File: src/rtl/alu_seq.sv
// alu_seq: sequential ALU feeding the register-file write port, with a
// Z/N/C/V flag register and an optional shift-add multiplier.
// Ports: clk, rst (async, active-high); a, b, op, start in;
//   result, wr_en, wr_hi, busy, done, flags {Z,N,C,V} out.
// Define ALU_MUL_EN to build op 14 as an 8-iteration unsigned multiply;
// otherwise op 14 is treated as reserved and wr_hi is held low.
module alu_seq #(
    parameter int WIDTH = 8
) (
    input  logic             clk,
    input  logic             rst,
    input  logic [WIDTH-1:0] a,
    input  logic [WIDTH-1:0] b,
    input  logic [3:0]       op,
    input  logic             start,
    output logic [WIDTH-1:0] result,
    output logic             wr_en,
    output logic             wr_hi,
    output logic             busy,
    output logic             done,
    output logic [3:0]       flags
);

    localparam int MSB = WIDTH - 1;

    localparam logic [3:0] OP_ADD = 4'd0;
    localparam logic [3:0] OP_ADC = 4'd1;
    localparam logic [3:0] OP_SUB = 4'd2;
    localparam logic [3:0] OP_SBC = 4'd3;
    localparam logic [3:0] OP_AND = 4'd4;
    localparam logic [3:0] OP_OR  = 4'd5;
    localparam logic [3:0] OP_XOR = 4'd6;
    localparam logic [3:0] OP_NOT = 4'd7;
    localparam logic [3:0] OP_SHL = 4'd8;
    localparam logic [3:0] OP_SHR = 4'd9;
    localparam logic [3:0] OP_ROL = 4'd10;
    localparam logic [3:0] OP_ROR = 4'd11;
    localparam logic [3:0] OP_CMP = 4'd12;
    localparam logic [3:0] OP_MOV = 4'd13;

    typedef enum logic [2:0] {
        S_IDLE = 3'd0,
        S_EXEC = 3'd1
`ifdef ALU_MUL_EN
        ,
        S_MUL  = 3'd2,
        S_WRLO = 3'd3,
        S_WRHI = 3'd4
`endif
    } state_t;

    state_t state, next;

    logic [WIDTH-1:0] a_q, b_q;
    logic [3:0]       op_q;

`ifdef ALU_MUL_EN
    localparam logic [3:0] OP_MUL = 4'd14;
    localparam int CW = $clog2(WIDTH);

    logic [2*WIDTH-1:0] prod;
    logic [CW-1:0]      cnt;
    logic [WIDTH:0]     psum;

    // Low half of prod holds the unconsumed multiplier bits; the
    // partial sum lands in the high half and everything shifts right.
    assign psum = {1'b0, prod[2*WIDTH-1:WIDTH]}
                + (prod[0] ? {1'b0, a_q} : '0);
`endif

    // Single-cycle datapath, evaluated on the latched operands.
    logic [WIDTH:0]   sum;
    logic [WIDTH-1:0] alu_res;
    logic             alu_c, alu_v, cin, add_cin, sub_cin;
    logic             upd_flags, wr_op;

    assign cin     = flags[1];
    assign add_cin = (op_q == OP_ADC) & cin;
    assign sub_cin = (op_q == OP_SBC) & cin;

    // Ops 14/15 never touch the flags from EXEC; CMP and reserved
    // ops never write back.
    assign upd_flags = (op_q < 4'd14);
    assign wr_op     = (op_q < OP_CMP) || (op_q == OP_MOV);

    always_comb begin
        sum     = '0;
        alu_res = '0;
        alu_c   = cin;
        alu_v   = 1'b0;
        case (op_q)
            OP_ADD, OP_ADC: begin
                sum     = {1'b0, a_q} + {1'b0, b_q}
                        + {{WIDTH{1'b0}}, add_cin};
                alu_res = sum[MSB:0];
                alu_c   = sum[WIDTH];
                alu_v   = (a_q[MSB] == b_q[MSB])
                        && (sum[MSB] != a_q[MSB]);
            end
            OP_SUB, OP_SBC, OP_CMP: begin
                // Top bit of the widened difference is the borrow.
                sum     = {1'b0, a_q} - {1'b0, b_q}
                        - {{WIDTH{1'b0}}, sub_cin};
                alu_res = sum[MSB:0];
                alu_c   = sum[WIDTH];
                alu_v   = (a_q[MSB] != b_q[MSB])
                        && (sum[MSB] != a_q[MSB]);
            end
            OP_AND: alu_res = a_q & b_q;
            OP_OR:  alu_res = a_q | b_q;
            OP_XOR: alu_res = a_q ^ b_q;
            OP_NOT: alu_res = ~a_q;
            OP_MOV: alu_res = b_q;
            OP_SHL: begin
                alu_res = {a_q[MSB-1:0], 1'b0};
                alu_c   = a_q[MSB];
            end
            OP_SHR: begin
                alu_res = {1'b0, a_q[MSB:1]};
                alu_c   = a_q[0];
            end
            OP_ROL: begin
                alu_res = {a_q[MSB-1:0], cin};
                alu_c   = a_q[MSB];
            end
            OP_ROR: begin
                alu_res = {cin, a_q[MSB:1]};
                alu_c   = a_q[0];
            end
            default: ;
        endcase
    end

    always_ff @(posedge clk or posedge rst) begin
        if (rst) state <= S_IDLE;
        else     state <= next;
    end

    // Outputs decode only registered state, never the live inputs.
    always_comb begin
        next   = state;
        result = '0;
        wr_en  = 1'b0;
        wr_hi  = 1'b0;
        busy   = 1'b1;
        done   = 1'b0;
        case (state)
            S_IDLE: begin
                busy = 1'b0;
                if (start) begin
`ifdef ALU_MUL_EN
                    next = (op == OP_MUL) ? S_MUL : S_EXEC;
`else
                    next = S_EXEC;
`endif
                end
            end
            S_EXEC: begin
                result = wr_op ? alu_res : '0;
                wr_en  = wr_op;
                done   = 1'b1;
                next   = S_IDLE;
            end
`ifdef ALU_MUL_EN
            S_MUL: begin
                if (cnt == CW'(WIDTH - 1)) next = S_WRLO;
            end
            S_WRLO: begin
                result = prod[MSB:0];
                wr_en  = 1'b1;
                next   = S_WRHI;
            end
            S_WRHI: begin
                result = prod[2*WIDTH-1:WIDTH];
                wr_en  = 1'b1;
                wr_hi  = 1'b1;
                done   = 1'b1;
                next   = S_IDLE;
            end
`endif
            default: next = S_IDLE;
        endcase
    end

    always_ff @(posedge clk or posedge rst) begin
        if (rst) begin
            a_q   <= '0;
            b_q   <= '0;
            op_q  <= '0;
            flags <= '0;
`ifdef ALU_MUL_EN
            prod  <= '0;
            cnt   <= '0;
`endif
        end else begin
            case (state)
                S_IDLE: begin
                    if (start) begin
                        a_q  <= a;
                        b_q  <= b;
                        op_q <= op;
`ifdef ALU_MUL_EN
                        prod <= {{WIDTH{1'b0}}, b};
                        cnt  <= '0;
`endif
                    end
                end
                S_EXEC: begin
                    if (upd_flags)
                        flags <= {~|alu_res, alu_res[MSB],
                                  alu_c, alu_v};
                end
`ifdef ALU_MUL_EN
                S_MUL: begin
                    prod <= {psum, prod[MSB:1]};
                    cnt  <= cnt + CW'(1);
                end
                S_WRHI: begin
                    flags <= {~|prod, prod[2*WIDTH-1],
                              |prod[2*WIDTH-1:WIDTH], 1'b0};
                end
`endif
                default: ;
            endcase
        end
    end

endmodule

File: config.mk
export PLATFORM = sky130hd
export DESIGN_NAME = alu_seq
export DESIGN_NICKNAME = d
export VERILOG_FILES = /design/src/rtl/alu_seq.sv
export SDC_FILE = /design/constraint.sdc
export NUM_CORES = 1
export LEC_CHECK = 0
export BUFFER_PORTS_ARGS = -buffer_cell sky130_fd_sc_hd__buf_2
export CORE_MARGIN = 2
export CORE_UTILIZATION = 30
export CTS_CLUSTER_DIAMETER = 60
export DETAILED_ROUTE_END_ITERATION = 7
export PLACE_DENSITY = 0.55
export SYNTH_ARGS = -nofsm -noshare
export SYNTH_HDL_FRONTEND = slang
export SYNTH_SLANG_ARGS = --single-unit
export TNS_END_PERCENT = 5
File: constraint.sdc
create_clock -name clk -period 4.4 [get_ports clk]
set_input_delay 0.88 -clock clk [delete_from_list [all_inputs] [get_ports clk]]
set_output_delay 0.88 -clock clk [all_outputs]
set_load 0.01 [all_outputs]
==> results.md, run 1 <==
* Status: finished, final reports clean
* Synth Register Bits at 25
* # IOs at 39
* ANT cells at 0
* Router iterations before antenna repair at 4
* Starting DRT DRC Count at around 220
* Worst Hold Margin at slightly below 0.5 ns
* Setup TNS Final at 0 ns
* Max clock buf depth at 2
* Syn_nets at between 300 and 400
* Vias per inst at about 5.4
* Leakage Power at 1.36 nW
* Starting Density at 0.308
* Post-synth cell types at 61
* Htree depth at 1
* Clk_skew at 0.0105 ns
* Global-route wire length before repair at between 10000 and 15000 um
* Yosys Warn Count at 0
* Antenna Violating Nets Remaining at 0
* Slew @ Worst Pin at approximately 1 ns
* Final setup violation count at 0
* Drt total wl at 7810 um
* Max Transition Viols Final at 0
* Max-slew headroom at 0.336
* Clock Latency Late Sink at approximately 0.28 ns
* Tcrit/Tclk final at 0.958
* Crit path capture type: output pin
* Maxcap violations at 0
* Post-DP HPWL at approximately 6000 um
* Initial antenna violation count at 0
* Primary FF master, synth: dfrtp_1
* Core area at just under 9000 um2
* Max VDD drop at between 0.0001 and 0.00015 V
* CTS buffer count at 3
* Area Overhead vs Synth at 11.6%
* Sink Count at 25
* Netlist Area Pre-Place at around 2700 um2
* All-Layer GR Usage at 0.165
* Hold Violations, Final at 0
* Worst Setup Start Kind: flip-flop
* Syn_area_per_cell at between 8 and 9 um2
* CTS tree: built
* Via count at roughly 2500
* Post-synth EDFFs at 0
* Total Nets Final at 410
* Crit Path Category: reg -> out
* Post-CTS Hold Fix Bufs at 0
* Ys async rst share at 1.00
* Reg2Reg Setup Slack at between 1 and 1.5 ns
* Placed cell areas at roughly 2900 um2
* Pin count of the biggest net entering global routing at 30
* Share of layout cells above drive strength 1 at 0.179
* FP Rows at 34
* Minimum clock period at 4.22 ns
* I/O Buffers at 37
* Final Instance Area at around 3000 um2
* Cell count after synthesis at 325
* Die Y at 98.6 um
* Pwr dens at about 380 nW/um2
* Critical path required time at ~3.5 ns
* WL/cell at about 17 um
* Number of global-route vias before repair at 2443
* # DRC at 0
* CP max FO at 4
* Hold Path Class: reg -> reg
* Clock transition at the registers of the reported paths at approximately 0.11 ns
* CTS Root Cell: clkbuf_8
* Die area at around 9700 um2
* Sequential area share after synthesis at 0.233
* Worst endpoint data arrival time at around 3.3 ns
* GP Congestion at a little under 0.9
* GR Overflow Total at 0
* Unrepaired setup endpoints after global routing: no
* Fmax at between 200 and 250 MHz
* Die Wd at around 99 um
-- placed cells by master, fill, tap and decap left out, types with 3 or more instances in the layout --
master and count:
inv_1 26, o21ai_0 33, nand2b_1 3, nand3_1 3, a22o_1 3, a31oi_1 8, buf_2 37, buf_4 7
o31ai_1 3, nor3b_1 6, a21o_1 3, xor2_1 8, nand2_1 32, a21oi_1 11, nor2b_1 7, nor4_1 3
nor2_1 18, ha_1 30, mux2_2 6, or3b_2 3, and2_1 4, a22oi_1 3, clkbuf_8 3, dfrtp_1 24
fa_1 4, nor3_1 7, a221o_1 3, a2bb2oi_1 3, mux2i_1 4, o21a_1 3, xnor2_1 4
-- critical path, stage by stage, from the launching register on --
cell	delay, ns
dfrtp_1	0.38
nor2_1	0.27
nand4_1	0.17
fa_1	0.43
ha_1	0.32
a211oi_2	0.30
nand2_1	0.10
a31o_1	0.22
a21oi_2	0.17
xnor2_1	0.08
a221o_1	0.33
and2_1	0.14
buf_2	0.13
-- cells by family (layout without fill, tap and decap cells) --
logic type      after synthesis  count (layout)  synth area share
compound gates              100             100             0.253
xor+xnor                     13              13            0.0475
fa+ha+maj                    34              34             0.170
buf+inv                      47              74            0.0778
flops                        25              25             0.233
mux                          10              10            0.0401
other cells                   1               1           0.00140
simple gates                 95              95             0.178
-- per-stage QoR --
step / setup WS, ns / power (W) / util / std cells
2_1_floorplan: 0.582 / 0.000818 / - / 325
3_3_place_gp: 0.546 / 0.000996 / 0.338 / 456
3_5_place_dp: 0.478 / 0.00100 / 0.338 / 456
4_1_cts: 0.146 / 0.00116 / 0.343 / 460
5_1_grt: 0.0135 / 0.00125 / 0.344 / 460
6_report: 0.185 / 0.00115 / 0.344 / 460
-- area by class of cell --
class	instances	area (um2)
clock inverters	1	5.00
repair buffers	44	238
multi-input cells	253	1850
fillers	920	5720
inverters	26	97.6
well taps	108	135
clock buffers	3	41.3
flip-flops and latches	25	627
-- synth_stat cells (2+ instances only) --
master	instances	area, um2
clkbuf_1	5	18.8
a31oi_1	8	50.1
a211oi_1	2	15.0
a221o_1	3	30.0
a22o_1	3	26.3
nor4_1	3	18.8
nand2_1	32	120
o31ai_1	3	22.5
a32oi_1	2	17.5
nor3b_1	6	45.0
o21a_1	3	22.5
and2_1	4	25.0
xnor2_1	4	35.0
nor2b_1	8	50.1
mux2_2	6	67.6
o31a_1	2	17.5
buf_2	11	55.1
a21oi_1	11	55.1
mux2i_1	4	40.0
fa_1	4	80.1
nand3_1	3	15.0
a211o_1	2	17.5
nor3_1	7	35.0
a22oi_1	3	22.5
buf_4	3	22.5
a21boi_0	2	15.0
xor2_1	8	70.1
ha_1	30	375
o21ai_0	33	165
or3b_2	3	26.3
a221oi_1	2	17.5
nand2b_1	3	18.8
o22ai_1	2	12.5
dfrtp_1	25	626
nand4_1	2	12.5
a21o_1	3	22.5
nand3b_1	2	15.0
a2bb2oi_1	3	26.3
inv_1	26	97.6
nor2_1	18	67.6
-- sequential cells by signal (all words and copies together), names as in the netlist --
name and cells:
a_q 8, b_q 8, flags 4, op_q 4
state 1
-- report_power, final --
group	internal [W]	switching, W
Clock	0.0000637	0.0000866
Sequential	0.000267	0.0000425
Combinational	0.000296	0.000395
Total	0.000626	0.000524
-- routing by layer --
layer,up-vias,GRT usage,routed length (um)
met5,-,0,0
met2,75,0.253,3410
met1,1179,0.244,3850
met4,0,0.0348,68
met3,6,0.0262,479
li1,1208,-,-
-- path summary, 6_finish.rpt --
| check | start | to | depth (start not counted) |
|---|---|---|---|
| min in group asynchronous | rst | state[0] | 2 |
| hold reg to reg | flags[0] | flags[0] | 2 |
| max in group asynchronous | rst | op_q[0] | 2 |
| hold / removal | flags[0] | flags[0] | 2 |
| setup / recovery | op_q[2] | result[7] | 12 |
| setup reg to reg | op_q[2] | flags[2] | 11 |
-- what timing repair did --
item,CTS,global route
gates resized for setup,0,1
setup endpoints to repair,0,1
hold endpoints to repair,0,0
setup buffers,0,0
No activity file was read; power rests on OpenSTA's default activity.
==> inputs of run 2 (changes only) <==
Settings changed: CTS_BUF_LIST set to sky130_fd_sc_hd__clkbuf_16, PLACE_DENSITY 0.55 to not set.
==> run 2 against run 1 <==
Clock-buffer cell count unchanged. Total power rose by 4.5%. Core utilization rose by 0.44 points. First-iteration DRC count decreased by 14%. Cell area rose by 1.3%. Final cell count grew 0.22%. Clock skew is 0.0049 ns lower. Largest power group unchanged. Global-route usage fell by 0.43 points. Non-clock buffer count is 1 higher. Clock power grew 37%.
==> results.md, run 2 (synthesis results as in run 1) <==
* Status: finished, final reports clean
* Crit Path Category: reg -> out
* Number of global-route vias before repair at ~2400
* WL/cell at between 15 and 20 um
* Max VDD drop at about 0.00013 V
* Tcrit/Tclk final at 0.954
* Critical path required time at 3.52 ns
* Most frequent cells in the layout: buf_2 (37), o21ai_0 (33), nand2_1 (32)
* Core area at 8720 um2
* Initial antenna violation count at 0
* Clk_skew at between 0.005 and 0.006 ns
* Hold Path Class: reg -> reg
* Setup ws final at ~0.2 ns
* Worst Setup Start Kind: flip-flop
* Largest regs: a_q x8, b_q x8
* Setup TNS Final at 0 ns
* CTS tree: built
* Drt total wl at between 7000 and 8000 um
* CP max FO at 4
* Sink Count at 25
* Final Instance Area at 3040 um2
* GP Congestion at just over 0.9
* CTS Root Cell: clkbuf_16
* Maxcap violations at 0
* # IOs at 39
* Register area at between 600 and 700 um2
* Max clock buf depth at 2
* CTS buffer count at 3
* Die Y at ~99 um
* Post-CTS Setup Inserts at 0
* Starting Density at 0.308
* Post-DP HPWL at a little over 6000 um
* Antenna Violating Nets Remaining at 0
* Die area at roughly 9700 um2
* Starting DRT DRC Count at between 150 and 200
* Area Overhead vs Synth at 13.0%
* Unrepaired setup endpoints after global routing: no
* Pin count of the biggest net entering global routing at 30
* Total power at approximately 0.0012 W
* Hold Violations, Final at 0
* Placed cell areas at between 2000 and 3000 um2
* Global-route wire length before repair at approximately 13000 um
* Worst endpoint data arrival time at roughly 3.3 ns
* # DRC at 0
* Final setup violation count at 0
* Htree depth at 1
* Max Transition Viols Final at 0
* Via count at approximately 2500
* Fmax at roughly 240 MHz
* Post-CTS Hold Fix Bufs at 0
* Clock Latency Late Sink at roughly 0.26 ns
* Total Nets Final at a little over 400
* ANT cells at 0
* I/O Buffers at 37
* Die Wd at approximately 100 um
* GR Overflow Total at 0
* Share of layout cells above drive strength 1 at 0.176
* Most common cell after layout, fill and taps aside: buf_2
* Max-slew headroom at 0.359
* Layout fillers at a little over 900
* Area of the multi-input gates at ~1900 um2
* Leakage Power at between 1 and 1.5 nW
* Minimum clock period at 4.20 ns
* Resize count post-CTS at 0
* FP Rows at 34
* Clock transition at the registers of the reported paths at 0.07 ns
* Pwr dens at between 300 and 400 nW/um2
* Pre-CTS WS at 0.533 ns
* Worst Hold Margin at between 0.4 and 0.5 ns
* All-Layer GR Usage at 0.160
* Crit path capture type: output pin
* Slew @ Worst Pin at 0.960 ns
* Vias per inst at 5.40
* Router iterations before antenna repair at 4
## run 2: cell types whose count changed in the layout (fill, tap and decap cells not counted), sizes merged
| cell | delta |
|---|---|
| buf | +1 |
| clkinv | -1 |
| inv | +1 |
## run 2: power by group
group / switching [W] / total, W / internal (W)
Combinational: 0.000390 / 0.000686 / 0.000297
Clock: 0.0000835 / 0.000205 / 0.000122
Sequential: 0.0000439 / 0.000311 / 0.000267
## run 2: critical path, stage by stage, from the launching register on
cell	delay [ns]
dfrtp_1	0.38
nor2_1	0.27
nand4_1	0.18
fa_1	0.44
ha_1	0.33
a211oi_2	0.30
nand2_1	0.08
a31o_1	0.23
a21oi_2	0.18
xnor2_1	0.08
a221o_1	0.33
and2_1	0.14
buf_2	0.13
## run 2: final timing paths
kind / start / endpoint / slack (ns) / cells after the start
max: op_q[2] / result[7] / 0.20 / 12
max reg2reg: op_q[0] / flags[3] / 1.20 / 11
min: flags[0] / flags[0] / 0.47 / 2
min reg2reg: flags[0] / flags[0] / 0.47 / 2
min in group asynchronous: rst / state[0] / 0.83 / 2
max in group asynchronous: rst / op_q[0] / 2.98 / 2
## run 2: routing by layer
layer  GRT usage  part of all wire  vias up
met4      0.0421             0.015        0
li1            -                 -     1214
met3      0.0163             0.059        6
met1       0.245              0.49     1183
met5           0                 0        -
met2       0.240              0.44       86
## run 2: layout make-up
class | count | area share
Clock buffer | 3 | 0.0247
Clock inverter | 1 | 0.00124
Sequential cell | 25 | 0.206
Tap cell | 108 | 0.0445
Inverter | 26 | 0.0322
Multi-Input combinational cell | 253 | 0.610
Timing Repair Buffer | 45 | 0.0808
## run 2: metrics by stage
stage,util,cells
2_1_floorplan,-,325
3_3_place_gp,0.339,457
3_5_place_dp,0.339,457
4_1_cts,0.348,461
5_1_grt,0.348,461
6_report,0.348,461
